<file path="src/rtl/fft_input_frame_loader.sv">
// fft_input_frame_loader
//   Collects a valid/ready stream of complex samples into one N-point frame.
//   The frame is presented as flat parallel buses, fft_start is pulsed, and the
//   frame is then frozen until the FFT core raises fft_done.
//   Framing errors against s_last raise frame_err, and the loader
//   resynchronises on the next s_last.
//   Optional macro FFT_LOADER_BITREV_EN: store point k at the bit-reversed slot
//   so the core receives its input in bit-reversed order.
module fft_input_frame_loader #(
    parameter int N     = 16,
    parameter int WIDTH = 16
) (
    input  logic                 clk,
    input  logic                 rst,
    input  logic                 s_valid,
    output logic                 s_ready,
    input  logic [WIDTH-1:0]     s_real,
    input  logic [WIDTH-1:0]     s_imag,
    input  logic                 s_last,
    output logic                 fft_start,
    input  logic                 fft_done,
    output logic [N*WIDTH-1:0]   frame_real,
    output logic [N*WIDTH-1:0]   frame_imag,
    output logic                 frame_err,
    output logic [15:0]          frame_cnt
);
    localparam int AW = $clog2(N);

    typedef enum logic [1:0] {FILL, SKIP, FIRE, WAIT} state_t;

    state_t                  state;
    logic [AW-1:0]           wr_idx;
    logic                    done_q;
    logic [N-1:0][WIDTH-1:0] re_q;
    logic [N-1:0][WIDTH-1:0] im_q;

    logic                    accept;
    logic                    wr_en;
    logic                    last_slot;
    logic [AW-1:0]           wr_addr;

    // Storage slot for stream position k.
    function automatic logic [AW-1:0] slot_addr(input logic [AW-1:0] k);
`ifdef FFT_LOADER_BITREV_EN
        logic [AW-1:0] r;
        for (int b = 0; b < AW; b++) r[b] = k[AW-1-b];
        return r;
`else
        return k;
`endif
    endfunction

    assign accept     = s_valid & s_ready;
    assign wr_en      = accept & (state == FILL);
    assign last_slot  = (wr_idx == AW'(N - 1));
    assign wr_addr    = slot_addr(wr_idx);
    assign frame_real = re_q;
    assign frame_imag = im_q;

    // Frame storage: only written while filling, so it is frozen through FIRE/WAIT.
    always_ff @(posedge clk or negedge rst) begin
        if (!rst) begin
            re_q <= '0;
            im_q <= '0;
        end else if (wr_en) begin
            re_q[wr_addr] <= s_real;
            im_q[wr_addr] <= s_imag;
        end
    end

    // Control FSM with registered handshake, start, error and frame counter.
    always_ff @(posedge clk or negedge rst) begin
        if (!rst) begin
            state     <= FILL;
            wr_idx    <= '0;
            s_ready   <= 1'b0;
            fft_start <= 1'b0;
            frame_err <= 1'b0;
            frame_cnt <= '0;
            done_q    <= 1'b0;
        end else begin
            done_q    <= fft_done;
            fft_start <= 1'b0;
            frame_err <= 1'b0;
            case (state)
                FILL: begin
                    s_ready <= 1'b1;
                    if (accept) begin
                        if (last_slot) begin
                            wr_idx <= '0;
                            if (s_last) begin
                                state     <= FIRE;
                                s_ready   <= 1'b0;
                                fft_start <= 1'b1;
                            end else begin
                                // Missing last: drop samples until s_last shows up.
                                frame_err <= 1'b1;
                                state     <= SKIP;
                            end
                        end else if (s_last) begin
                            // Early last: discard the partial frame, refill from slot 0.
                            frame_err <= 1'b1;
                            wr_idx    <= '0;
                        end else begin
                            wr_idx <= wr_idx + AW'(1);
                        end
                    end
                end
                SKIP: begin
                    s_ready <= 1'b1;
                    if (accept && s_last) state <= FILL;
                end
                FIRE: begin
                    s_ready   <= 1'b0;
                    frame_cnt <= frame_cnt + 16'd1;
                    state     <= WAIT;
                end
                WAIT: begin
                    s_ready <= 1'b0;
                    // Only a fresh rise counts; a level held from before is ignored.
                    if (fft_done && !done_q) begin
                        state   <= FILL;
                        s_ready <= 1'b1;
                    end
                end
                default: begin
                    state   <= FILL;
                    s_ready <= 1'b0;
                end
            endcase
        end
    end
endmodule

</file>
<file path="config.mk">
export PLATFORM = sky130hd
export DESIGN_NAME = fft_input_frame_loader
export DESIGN_NICKNAME = d
export VERILOG_FILES = /design/src/rtl/fft_input_frame_loader.sv
export SDC_FILE = /design/constraint.sdc
export NUM_CORES = 1
export LEC_CHECK = 0
export BUFFER_PORTS_ARGS = -buffer_cell sky130_fd_sc_hd__buf_4
export CORE_AREA = 2 2 218 220
export CTS_CLUSTER_DIAMETER = 200
export DETAILED_ROUTE_END_ITERATION = 8
export DIE_AREA = 0 0 220 222
export HOLD_SLACK_MARGIN = 0.02
export PLACE_DENSITY = 0.67
export SYNTH_ARGS = -nofsm -noshare
export SYNTH_HDL_FRONTEND = slang
export SYNTH_SLANG_ARGS = --single-unit
</file>
<file path="constraint.sdc">
create_clock -name clk -period 3.4 [get_ports clk]
set_input_delay 0 -clock clk [delete_from_list [all_inputs] [get_ports clk]]
set_output_delay 0 -clock clk [all_outputs]
set_load 0.01 [all_outputs]
</file>
-- Word level (Yosys, flattened, before mapping)
Index checks and enable logic that the tools add are counted.
- flip-flop bits (word level): 538
- input port bits: 37
- output and inout bits: 531
- word-level logic and storage cells: 84
- $add $sub $neg: 2
- magnitude comparators: 2
- equality and inequality tests: 8
- muxes and demuxes: 24
- bitwise logic cells: 2
- reduce and logical (&&, ||, !) cells: 7
- operators by type and width (cell ; count):
    $bwmux W256 ; 2
    $demux W16 S4 ; 1
    $add A16 B1 Y16 const B ; 1
    $mux W16 ; 1
    $mux W1 ; 11
    $mux W2 ; 5
    $mux W4 ; 2
    $ne A2 B2 Y1 const B ; 4
    $pmux W2 S4 ; 1
    $lt A4 B5 Y1 const B ; 1
    $add A4 B1 Y4 const B ; 1
    $eq A2 B2 Y1 const B ; 2
    $eq A4 B4 Y1 const B ; 1
    $ge A4 B1 Y1 const B ; 1
    $pmux W1 S4 ; 1
    $reduce_and A4 Y1 ; 1
    $logic_and A1 B1 Y1 ; 3
    $and A1 B1 Y1 ; 2
    $eq A2 B1 Y1 const B ; 1
    $logic_not A2 Y1 ; 1
    $reduce_and A2 Y1 ; 1
    $logic_not A1 Y1 ; 1

-- Longest topological paths before layout
- depth in word-level cells: 5
- gate-level depth with buffers: 7

-- Least setup slack after synthesis
Ideal clock, no wire load.
- path type: register -> register
- start: reg wr_idx[0] (netlist: wr_addr[0])
- end: reg im_q, in the netlist frame_imag[240]
- library setup time: 0.125 ns
- arrival: 1.820 ns
- required time: 3.275 ns
- slack: 1.455 ns
- cell stages (with the launch flop): 8
- buffers on the path: 3
- cells stage by stage: dfrtp_1 ha_1 and3_1 clkbuf_1 and2_1 clkbuf_1 buf_4 mux2_2
- word-level cells in the longest chain between the ends: 5
- elaborated cells between the ends (all ways): 6
- RTL lines (element ; RTL line ; source):
    start: declaration ; 32 ; logic [AW-1:0] wr_idx;
    start signal: assignment ; 105 ; wr_idx <= wr_idx + AW'(1);
    $lt A4 B5 Y1 (implied by the code) or $ge A4 B1 Y1 (tied branches) ; 67 ; im_q[wr_addr] <= s_imag;
    $logic_and A1 B1 Y1 (implied by the code) ; 67 ;
    $mux W16 (implied by the code) ; 67 ;
    $demux W16 S4 * ; 67 ;
    $bwmux W256 * ; 67 ;
    end signal: indexed assignment ; 67 ;
    end: declaration ; 35 ; logic [N-1:0][WIDTH-1:0] im_q;
Mark *: on every way between the ends. The rest lies on a longest branch, timed or not.
A chain may end at the register's enable or synchronous reset.

-- Worst setup path after layout
- start: reg state[1]
- end: reg re_q, in the netlist frame_real[237]
- word-level cells in the longest chain between the ends: 2
- RTL lines (element ; RTL line ; source):
    start: declaration ; 31 ; state_t state;
    start signal: assignment ; 74 ; state <= FILL;
    start signal: assignment ; 92 ; state <= FIRE;
    start signal: assignment ; 98 ; state <= SKIP;
    $logic_not A2 Y1 ; 54 ; assign wr_en = accept & (state == FILL);
    $and A1 B1 Y1 ; 54 ;
    end signal: indexed assignment ; 66 ; re_q[wr_addr] <= s_real;
    end: declaration ; 34 ; logic [N-1:0][WIDTH-1:0] re_q;
No other way between the ends.

==> flow_summary.yaml <==
outcome:
  status: "completed"
cells_and_area:
  regArea_sq_um: 13500
  fin_util_pct: 59.4
  multi_input_area_sq_um: 6520
  finalNonFillerCells: 2487
  nNetsFinal: 1880
  nFillCells: 3673
  area_delta_synth_final_pct: 34.4
  final_layout_size_suffix_gt1_share_pct: 63.0
setup_path:
  worst-path-max-fanout: 22
  endpoint_kind: "register"
  worst-endpoint-required_ps: 3880
  crit_type: "register to register"
  start_kind: "register"
  cp_data_arrival_time_ps: 3270
synth:
  synthTopCellsByCount: "538 x dfrtp_1, 492 x mux2_2, 37 x clkbuf_1"
  yosysMostFrequentCell: "dfrtp_1"
  yosysTopAreaCell: "dfrtp_1"
  synthTopCellsByArea: "dfrtp_1 66%, mux2_2 27%, mux2_1 1.2%"
  yosysSeqAreaShare_pct: 65.9
  syn_nets: 1280
  syn_inst: 1238
  yosysTopAreaCellShare_pct: 65.9
  ys_ff_latch: 538
  syn_area_sq_um: 20400
  synth_ff_type: "dfrtp_1"
  avgSynthCellArea_sq_um: 16.5
  synth.distinct_cells: 39
  yosys_warnings: 0
  synthArstFlopShare_pct: 100
  synth_edf_count: 0
power:
  ir_worst_vdd_mv: 0.558
  cellLeakagePower_nw: 13.7
  powerDensity_nw_per_um2: 970
worst_hold_path:
  holdCritPathClass: "primary input to asynchronous set/reset pin"
floorplan:
  row_count: 79
  die_h_um: 222
  die-width_um: 220
  num_io_pins: 568
  coreArea_sq_um: 46300
  start_util_pct: 44.2
  fp.dieArea_sq_um: 48800
sta:
  setup_violations: 0
  rsz0062_at_grt: "false"
  min_period_ps: 2790
  clock_skew_ps: 18.8
  fmax_mhz: 358
  timing.final.hold_violations: 0
  finalWorstSetupSlack_ps: 606
  tightest_slew_ps: 1030
  fin_crit_sh_pct: 82.2
  drv_slew: 0
  relSlewSlack_pct: 31.7
  finalSetupTns_ps: 0
detailed_routing:
  routed_wl_um: 63800
  dr.pass1.iters: 4
  drtAntennaViolNets: 0
  viasPerCell: 5.22
  route.detailed.drc: 0
  drtIter0Drc: 642
  route.vias.total: 13000
  wire_per_inst_um: 25.7
clock_network:
  htree_levels: 2
  clkTransAtPathRegs_ps: 60
  clk_path_buf_depth: 3
  cts_buffers: 55
  cts-resized-gates: 0
  cts_sinks: 538
  postCtsSetupRepairBufs: 0
  cts_root_buf: "clkbuf_16"
  clock_latency_ps: 600
  cts_tree: "built"
run:
  maxCapViolCount: 0
global_route:
  grt_pass1_vias: 13600
  antenna_found_initial: 0
  grt_pass1_wl_um: 93600
  gr-usage-all-layers_pct: 26.0
  grt_max_degree: 113
  grt-ovfl-total: 0
placed_design:
  place.gp.congestion: 0.833
  hpwl_um: 44200
  place_ws_ps: 591
  numPortBuffers: 567
  dp.cells: 2351
## stage by stage
stage / cell area [sq um] / power, mW / hold slack (ps)
global placement: 25400 / 20.7 / 124
floorplan: 20400 / 14.9 / -296
finish: 27500 / 26.7 / 50.4
global route: 27500 / 27.9 / 111
CTS: 27500 / 26.9 / 89.0
detailed placement: 25400 / 21.0 / 125
## cell type report
cell class / count / share of cell area (%)
Clock inverter: 15 / 0.378
Inverter: 4 / 0.0547
Sequential cell: 538 / 49.0
Tap cell: 607 / 2.76
Antenna cell: 1 / 0.00911
Multi-Input combinational cell: 608 / 23.7
Clock buffer: 83 / 5.95
Timing Repair Buffer: 631 / 18.1
## critical path, stage by stage (launching register included)
cell and delay [ps]:
dfrtp_1 480, nor4bb_4 690, nand4_1 700, buf_4 490
mux2_2 310
## per-layer routing
metal,global-route usage [%],wire [um],part of all wire (%),vias to the layer above
li1,-,-,-,5559
met1,32.6,25300,40,6861
met2,43.1,31100,49,468
met3,8.04,5310,8.3,104
met4,8.23,2090,3.3,0
met5,0,0,0,-
## cell usage in the layout (no fill, tap or decap), drive strengths merged, types with 2 or more instances in the layout
| cell type | Yosys | routed |
|---|---|---|
| and4 | 2 | 2 |
| and3 | 3 | 3 |
| a21o | 2 | 2 |
| dfrtp | 538 | 538 |
| xnor2 | 9 | 9 |
| clkbuf | 37 | 83 |
| nand4 | 6 | 6 |
| nor2b | 3 | 3 |
| inv | 4 | 5 |
| mux2 | 513 | 513 |
| a21oi | 2 | 2 |
| nand2 | 9 | 9 |
| nor3 | 2 | 2 |
| ha | 5 | 5 |
| o21ai | 3 | 3 |
| nand3 | 13 | 13 |
| nor2 | 14 | 14 |
| xor2 | 7 | 7 |
| nand3b | 2 | 2 |
| clkinv | 0 | 13 |
| dlygate4sd3 | 0 | 37 |
| buf | 51 | 594 |
## flip-flops by register name, indices dropped and copies added, names as in the netlist
name and flops:
frame_imag 256, frame_real 256, frame_cnt 16, wr_addr 4, state 2, done_q 1
fft_start 1, frame_err 1, s_ready 1
## power breakdown
group | switching, mW | leakage (nW) | internal (mW) | total, mW
Clock | 2.48 | 0.869 | 3.37 | 5.85
Sequential | 1.59 | 6.88 | 9.10 | 10.7
Combinational | 4.56 | 5.96 | 5.56 | 10.1
## path summary, 6_finish.rpt
| path | end | depth (start not counted) | start | slack (ps) |
|---|---|---|---|---|
| max | frame_real[237] | 4 | state[1] | 610 |
| min | frame_real[156] | 2 | rst | 50 |
| max reg2reg | frame_real[237] | 4 | state[1] | 610 |
| min reg2reg | frame_imag[79] | 1 | frame_imag[79] | 480 |
| max in group asynchronous | frame_imag[13] | 3 | rst | 2030 |
| min in group clk | done_q | 2 | fft_done | 110 |
## cell families after synthesis
| kind of cell | after synthesis | synth area share [%] |
|---|---|---|
| mux | 514 | 28.3 |
| compound gates | 12 | 0.380 |
| buf+inv | 92 | 2.44 |
| fa+ha+maj | 5 | 0.306 |
| flops | 538 | 65.9 |
| simple gates | 61 | 1.97 |
| xor+xnor | 16 | 0.686 |
## repair_timing
action / in CTS / in global routing
setup endpoints to repair: 0 / 0
hold buffers: 37 / 0
hold endpoints to repair: 623 / 0
No activity file was read; power rests on OpenSTA's default activity.
